## src/rtl/serial_shift_unit.sv

```systemverilog
// Multi-cycle serial shifter (SLL/SRL/SRA, one bit per cycle) with valid/ready handshakes.
// Optional rotate-right on op 11 when SERIAL_SHIFT_ROR_EN is defined; otherwise op 11 acts as SRL.
module serial_shift_unit #(
  parameter int WIDTH   = 4,
  parameter int SHAMT_W = 4
) (
  input  logic               clk,
  input  logic               reset,
  input  logic               in_valid,
  output logic               in_ready,
  input  logic [WIDTH-1:0]   a,
  input  logic [SHAMT_W-1:0] b,
  input  logic [1:0]         op,
  output logic               out_valid,
  input  logic               out_ready,
  output logic [WIDTH-1:0]   result,
  output logic               busy
);

  localparam int CNT_W = $clog2(WIDTH + 1);

  typedef enum logic [1:0] {
    IDLE,
    SHIFT,
    DONE
  } state_t;

  state_t             state_q, state_d;
  logic [WIDTH-1:0]   result_q, result_d;
  logic [1:0]         op_q, op_d;
  logic [CNT_W-1:0]   cnt_q, cnt_d;
  logic [CNT_W-1:0]   c_amt;
  logic [WIDTH-1:0]   shifted;
  logic [31:0]        b_ext;

  assign b_ext = 32'(b);

  // Shifting more than WIDTH bits changes nothing further, so the count saturates at WIDTH.
  always_comb begin
    if (b_ext >= 32'(WIDTH)) c_amt = CNT_W'(WIDTH);
    else                     c_amt = CNT_W'(b_ext);
`ifdef SERIAL_SHIFT_ROR_EN
    if (op == 2'b11) c_amt = CNT_W'(b_ext % 32'(WIDTH));
`endif
  end

  always_comb begin
    case (op_q)
      2'b00:   shifted = {result_q[WIDTH-2:0], 1'b0};
      2'b10:   shifted = {result_q[WIDTH-1], result_q[WIDTH-1:1]};
`ifdef SERIAL_SHIFT_ROR_EN
      2'b11:   shifted = {result_q[0], result_q[WIDTH-1:1]};
`endif
      default: shifted = {1'b0, result_q[WIDTH-1:1]};
    endcase
  end

  always_comb begin
    state_d  = state_q;
    result_d = result_q;
    op_d     = op_q;
    cnt_d    = cnt_q;
    case (state_q)
      IDLE: begin
        if (in_valid) begin
          result_d = a;
          op_d     = op;
          cnt_d    = c_amt;
          state_d  = (c_amt == '0) ? DONE : SHIFT;
        end
      end
      SHIFT: begin
        result_d = shifted;
        cnt_d    = cnt_q - CNT_W'(1);
        if (cnt_q == CNT_W'(1)) state_d = DONE;
      end
      DONE: begin
        if (out_ready) state_d = IDLE;
      end
      default: state_d = IDLE;
    endcase
  end

  always_ff @(posedge clk or negedge reset) begin
    if (!reset) begin
      state_q  <= IDLE;
      result_q <= '0;
      op_q     <= '0;
      cnt_q    <= '0;
    end else begin
      state_q  <= state_d;
      result_q <= result_d;
      op_q     <= op_d;
      cnt_q    <= cnt_d;
    end
  end

  assign in_ready  = (state_q == IDLE);
  assign out_valid = (state_q == DONE);
  assign busy      = (state_q != IDLE);
  assign result    = result_q;

endmodule

```

## config.mk

```make
export PLATFORM = sky130hd
export DESIGN_NAME = serial_shift_unit
export DESIGN_NICKNAME = d
export VERILOG_FILES = /design/src/rtl/serial_shift_unit.sv
export SDC_FILE = /design/constraint.sdc
export NUM_CORES = 1
export LEC_CHECK = 0
export BUFFER_PORTS_ARGS = -buffer_cell sky130_fd_sc_hd__buf_2
export CAP_MARGIN = 20
export CORE_UTILIZATION = 40
export DETAILED_ROUTE_END_ITERATION = 8
export PLACE_DENSITY = 0.65
export SYNTH_ARGS = -nofsm -noshare
export SYNTH_HDL_FRONTEND = slang
export SYNTH_SLANG_ARGS = --single-unit
```

## constraint.sdc

```tcl
create_clock -name clk -period 3.3 [get_ports clk]
set_input_delay 0.165 -clock clk [delete_from_list [all_inputs] [get_ports clk]]
set_output_delay 0.165 -clock clk [all_outputs]
set_load 0.1 [all_outputs]
```

== Yosys cells after proc, flatten, opt, wreduce, memory -nomap -nowiden ==
Cells that the tools add are included.
Widths: inputs -> output; s select.
Storage, ports and cells
  bits in latches: 0
  output and inout bits: 7
  memory bits (read-only): 0
  memories: 0
  flip-flop bits (word level): 11
  logic and storage cells: 35
  bits of input ports: 14
  bits in writable memories: 0
Cells by class
  $add $sub $neg: 1
  reduce and logical (&&, ||, !) cells: 9
  bitwise operators: 0
  mux-type cells: 11
  shifts and indexed selects: 0
  divide/modulo/power cells: 0
  equality and inequality tests: 8
  $mul: 0
  $lt $le $gt $ge: 1
Operators with widths (number)
  $pmux 4 s2: 2
  $mux 2: 4
  $mux 3: 2
  $ne 2x2->1 const B: 3
  $pmux 2 s3: 1
  $pmux 3 s2: 1
  $reduce_and 3->1: 2
  $eq 2x2->1 const B: 2
  $ge 4x3->1 const B: 1
  $logic_not 2->1: 2
  $mux 4: 1
  $reduce_and 2->1: 2
  $reduce_bool 2->1: 2
  $eq 3x1->1 const B: 1
  $logic_not 3->1: 1
  $sub 3x1->3 const B: 1
  $eq 2x1->1 const B: 1
  $ne 2x1->1 const B: 1

== Depth between registers and ports, before layout ==
Gate-level depths: netlist of run 1.
  depth in word-level cells: 6
  mapped depth: 5

== Worst setup path before layout of run 1 ==
No wires, ideal clock.
  path type: reg-to-output
  start: register state_q[0]
  end: output port busy
  cell stages (with the launch flop): 5
  slack: 0.261 ns
  required time: 3.135 ns
  arrival: 2.874 ns
  buffers on the path: 2
  path through: dfrtp_1 > buf_4 > buf_2 > nor2_1 > inv_1
On the way
  cells in the longest elaborated chain, start to end: 1
Ends and longest elaborated chain
  start, declared: line 28  | state_t state_q, state_d;
  start signal, assigned: line 91  | state_q <= state_d;
  $reduce_bool 2->1: line 100  | assign busy = (state_q != IDLE);
  end, declared: line 17  | output logic busy
No other way between the ends.

== Worst setup path in the final report of run 1 ==
Same ends and word-level chain as after synthesis.

==> results.tsv, run 1 <==
metric	value	unit
crit path kind	register to primary output	
slew at the pin closest to its max-slew limit	0.585	ns
met2 global-route usage	24.5	%
worst reg2reg path endpoint	op_q[0]	
number of setup violations in the final report	0	
biggest fanout along the worst timing path	19	
master cell of the clock root buffer	clkbuf_4	
Fmax achieved	0.577	GHz
sequence of cells on the critical path	nor2_1, inv_1, buf_2	
clock net sink count	11	
P&R area growth vs syn	21.1	%
CTS H-tree lvls	1	
post-layout util	52.9	%
port bufs	20	
global routing usage summed across all routing layers	17.9	%
gr busiest metal	met1	
met1 usage in global routing	25.9	%
biggest cell delay along the critical path	0.72	ns
slack of the worst reg-to-reg path	1.78	ns
critical path arrival	1.57	ns
number of buffers between clock root and the deepest sink	2	
data required time of the critical path	3.13	ns
cell count after placement	101	
met3 track utilization from global routing	3.83	%
Hold Path Origin	op[1]	
floorplan die area	0.00183	mm2
Max Clock Skew	0.00258	ns
leading register cell type out of synthesis	dfrtp_1	
number of max-cap violations	0	
Fin Hold WS	0.129	ns
clock-pin slew on the worst setup and hold paths	0.07	ns
number of distinct library cells after synthesis	33	
launch instance of the worst register-to-register path	state_q[0]	
pin count of the biggest net entering global routing	20	
Final period util	52.5	%
num rows	14	
number of endpoints with negative hold slack in the final report	0	
wire length per cell	13.0	um
Starting Density	43.7	%
Post-Synthesis Cells	68	
routed via count divided by cell count	5.57	
Seq cells post-synth	11	
Ys Warns	0	
number of inserted diodes	0	
biggest area consumer among synthesized cells	dfrtp_1	
number of enable-type register cells in the synthesized netlist	0	
routability congestion estimate	0.775	
hold-critical path endpoint	op_q[1]	
CP max stage cell	dfrtp_1	
Setup crit start kind	register	
worst reg2reg path depth	2	
residual DRC count	0	
I/O pin cnt	21	
Worst setup EP type	primary output	
Final Max Tran Viols	0	
floorplan die width	42.8	um
non-filler cells in the finished layout	106	
total wire length after detailed routing	1380	um
status	finished, final reports clean	
number of clock buffers inserted by TritonCTS	3	
CTS tree	yes	
async set-or-reset flop fraction in the synthesized netlist	100	%
remaining global-route overflow	0	
Mean Syn Cell Area	9.79	um2
post-layout min period	1.73	ns
initial DRC count	11	
number of global-route vias before repair	549	
total vias in the final route	590	
Fin Setup TNS	0	ns
antenna violations before repair	0	
cell count of the worst hold path	2	
wire length of the first global-routing pass	2440	um
buffer count from post-CTS setup fixing	0	
unrepaired setup endpoints after global routing	no	
floorplan die height	42.8	um
layout cells sized above 1	32.2	%
Placeable Area	0.00152	mm2
worst min path class	input pin to register	
post-route ant nets	0	
Area contributors post-synth	dfrtp_1 41%, a31oi_1 4.7%, mux2_4 4.5%, o22a_1 3.9%, or3b_1 3.9%	
placed wire-length estimate	1030	um
Post-Syn Area	666	um2
first-pass iteration count of the detailed router	4	
Post-Syn Nets	84	
proportion of synthesized chip area in sequential cells	41.4	%
Final Net Count	107	
worst skew pair latency	0.26	ns
worst-case headroom to the max-slew limit	61.0	%
Synth top area share	41.4	%
registers in the layout (all words and copies together) (netlist names):
signal,count
cnt_q,3
op_q,2
result,4
state_q,2
worst max path at each step:
stage,start,endpoint
finish,state_q[0],busy
global route,state_q[0],busy
CTS,state_q[0],busy
detailed placement,state_q[0],op_q[0]
global placement,state_q[0],op_q[1]
floorplan,state_q[0],busy
layout make-up:
type	count	area (um2)
inverters	6	22.5
repair buffers	21	110
fillers	147	718
clock buffers	4	26.3
well taps	16	20.0
multi-input cells	48	352
flip-flops and latches	11	275
kinds of logic after synthesis:
logic type / count (synthesis) / synth area share (%)
muxes: 2 / 4.51
buffers and inverters: 9 / 5.83
AOI/OAI and AO/OA: 24 / 25.4
and+or+nand+nor: 20 / 19.2
adders and majority gates: 2 / 3.76
DFF: 11 / 41.4
critical path, delay by kind of cell, from the launching register on:
kind          cells  cell delay, ns
simple gates      1            0.11
flops             1            0.72
buf+inv           2            0.48
cell usage in the layout (no fill, tap or decap), types with 2 or more instances in the layout:
| master | instances |
|---|---|
| clkbuf_4 | 3 |
| nand2_1 | 3 |
| dfrtp_1 | 11 |
| o21ai_0 | 3 |
| or3b_1 | 3 |
| o22a_1 | 3 |
| nor2b_1 | 2 |
| a21oi_1 | 2 |
| mux2_4 | 2 |
| nor2_1 | 5 |
| buf_2 | 20 |
| inv_1 | 5 |
| a31oi_1 | 5 |
| o21ai_1 | 2 |
| ha_1 | 2 |
metal layers:
metal  wire, um  vias up
li1           -      298
met1        640      267
met2        636       23
met3         86        2
met4         13        0
met5          0        -
stage by stage:
stage	cell area [um2]	setup slack, ns
6_report	806	1.57
4_1_cts	806	1.56
5_1_grt	806	1.45
3_5_place_dp	769	1.79
3_3_place_gp	769	1.82
2_1_floorplan	666	0.261
cells in the mapped netlist (2+ instances only):
master   number
nor2_1        5
a31oi_1       5
o21ai_0       3
ha_1          2
o22a_1        3
or3b_1        3
a21oi_1       2
nor2b_1       2
nand2_1       3
dfrtp_1      11
mux2_4        2
o21ai_1       2
inv_1         5
timing repair:
action                                 CTS  global route
endpoints found under the hold margin   11             0
gates resized for setup                  0             0
hold buffers                             1             0
Power of run 1 is not shown: default switching activity piles up to over one toggle a cycle in this logic, so the estimate is an artifact.
==> run 2: changes to the inputs <==
--- a/config.mk
+++ b/config.mk
@@ -5,6 +5,7 @@
 export SDC_FILE = /design/constraint.sdc
 export NUM_CORES = 1
 export LEC_CHECK = 0
+export ABC_AREA = 1
 export BUFFER_PORTS_ARGS = -buffer_cell sky130_fd_sc_hd__buf_2
 export CAP_MARGIN = 20
 export CORE_UTILIZATION = 40
==> constraint.sdc (replaced) <==
create_clock -name clk -period 1.7 [get_ports clk]
set_input_delay 0.085 -clock clk [delete_from_list [all_inputs] [get_ports clk]]
set_output_delay 0.085 -clock clk [all_outputs]
set_load 0.1 [all_outputs]
==> run 2 against run 1 <==
Via count up 11%; sequential share of layout area shrank 1.3 points; synthesized cell count up 46%; cell area grew 4.0%; hold slack worse by 0.051 ns; clock-buffer cell count stayed put; utilization grew 2.1 points.
==> results.tsv, run 2 <==
metric	value	unit
status	finished, final reports clean	
worst-case headroom to the max-slew limit	67.9	%
floorplan die area	0.00183	mm2
most frequent cells in the layout	30 x nand2_1, 20 x buf_2, 16 x inv_1	
biggest fanout along the worst timing path	4	
first-pass iteration count of the detailed router	4	
Placeable Area	0.00152	mm2
port bufs	20	
antenna violations before repair	0	
Mean Syn Cell Area	6.74	um2
Fmax achieved	0.680	GHz
Starting Density	43.8	%
proportion of synthesized chip area in sequential cells	41.3	%
unrepaired setup endpoints after global routing	no	
clock-pin slew on the worst setup and hold paths	0.07	ns
biggest area consumer among synthesized cells	dfrtp_1	
I/O pin cnt	21	
CTS H-tree lvls	1	
crit path kind	register to primary output	
Hold Path Origin	op[1]	
data required time of the critical path	1.62	ns
slack of the worst reg-to-reg path	0.34	ns
Area contributors post-synth	dfrtp_1 41%, nand2_1 17%, inv_1 9.0%, nor2_1 7.3%, nand3_1 6.8%	
master cell of the clock root buffer	clkbuf_4	
critical path arrival	1.39	ns
number of clock buffers inserted by TritonCTS	3	
Post-Syn Area	667	um2
Final Max Tran Viols	0	
Final Net Count	141	
Post-Syn Nets	115	
Final period util	86.5	%
number of enable-type register cells in the synthesized netlist	0	
leading register cell type out of synthesis	dfrtp_1	
routability congestion estimate	0.812	
# fillers	154	
remaining global-route overflow	0	
worst skew pair latency	0.27	ns
post-route ant nets	0	
slew at the pin closest to its max-slew limit	0.485	ns
residual DRC count	0	
routed via count divided by cell count	4.66	
number of inserted diodes	0	
hold-critical path endpoint	op_q[1]	
pin count of the biggest net entering global routing	12	
Synth top area share	41.3	%
number of setup violations in the final report	0	
clock net sink count	11	
layout cells sized above 1	23.4	%
launch instance of the worst register-to-register path	state_q[0]	
cell count of the worst hold path	3	
total wire length after detailed routing	1430	um
Setup crit start kind	register	
total vias in the final route	653	
Ys Warns	0	
number of endpoints with negative hold slack in the final report	0	
wire length of the first global-routing pass	2460	um
max FFs per register	4	
number of global-route vias before repair	608	
top cells by instance count after synthesis	30 x nand2_1, 16 x inv_1, 13 x nor2_1	
number of buffers between clock root and the deepest sink	2	
wire length per cell	10.2	um
number of max-cap violations	0	
Worst setup EP type	primary output	
floorplan die width	42.8	um
CTS tree	yes	
Seq cells post-synth	11	
most common cell after layout, fill and taps aside	nand2_1	
worst min path class	input pin to register	
Post-Synthesis Cells	99	
Max Clock Skew	0.00313	ns
dominant cell by count in the synthesized netlist	nand2_1	
num rows	14	
P&R area growth vs syn	25.7	%
buffer count from post-CTS setup fixing	0	
async set-or-reset flop fraction in the synthesized netlist	100	%
initial DRC count	10	
placed wire-length estimate	1150	um
post-layout min period	1.47	ns
number of distinct library cells after synthesis	14	
worst reg2reg path depth	5	
Fin Setup TNS	0	ns
global routing usage summed across all routing layers	18.1	%
worst reg2reg path endpoint	state_q[1]	
floorplan die height	42.8	um
run 2: cell count changes in the layout (fill, tap and decap cells not counted), sizes merged, moves of 3 or more:
cell | before | now
nand2 | 3 | 30
inv | 6 | 17
nand3 | 0 | 9
nor2 | 5 | 14
a21oi | 2 | 8
a31oi | 5 | 0
or3b | 4 | 0
nor2b | 3 | 0
o22a | 3 | 0
run 2: critical path, cell delays in order (launching register included):
cell and delay (ns):
dfrtp_1 0.45, inv_1 0.15, nor2_4 0.10, buf_2 0.42
run 2: repair_timing:
action,CTS,global route
hold buffers,1,0
setup endpoints to repair,0,0
hold endpoints to repair,11,0
gates resized for setup,0,0
run 2: logic make-up after synthesis:
group           count (synthesis)  share of synthesized area, %
xor+xnor                        1                          1.31
compound gates                 14                          11.1
simple gates                   53                          31.9
flops                          11                          41.3
fa+ha+maj                       2                          3.75
buf+inv                        18                          10.7
run 2: worst max path at each step:
| stage | from | end | slack [ns] | depth (start not counted) |
|---|---|---|---|---|
| 2_1_floorplan | state_q[0] | busy | 0.02 | 2 |
| 3_3_place_gp | state_q[0] | state_q[1] | 0.39 | 5 |
| 3_5_place_dp | state_q[0] | state_q[1] | 0.36 | 5 |
| 4_1_cts | state_q[1] | out_valid | 0.21 | 3 |
| 5_1_grt | state_q[1] | out_valid | 0.14 | 3 |
| 6_report | state_q[1] | out_valid | 0.23 | 3 |
run 2: per-layer routing:
layer | routed length [um] | global-route usage (%)
met5 | 0 | 0
met4 | 10 | 5.63
met1 | 727 | 22.7
met3 | 88 | 6.38
met2 | 607 | 29.1
run 2: cell type report:
type	count	area, um2	share of cell area [%]
sequential	11	275	32.8
tap	16	20.0	2.39
timing repair buffer	22	118	14.0
inverter	17	63.8	7.61
multi-input combinational	70	335	40.0
clock buffer	4	26.3	3.13
run 2: per-stage QoR:
stage / util (%) / worst slack [ns] / cell area, um2 / cells / hold WS (ns)
floorplan: - / 0.0205 / 682 / 99 / -0.211
global placement: 52.6 / 0.389 / 802 / 135 / -0.0296
detailed placement: 52.6 / 0.358 / 802 / 135 / -0.0270
CTS: 55.0 / 0.210 / 838 / 140 / 0.0737
global route: 55.0 / 0.142 / 838 / 140 / 0.0798
finish: 55.0 / 0.230 / 838 / 140 / 0.0779
Power of run 2 is left out for the same reason.
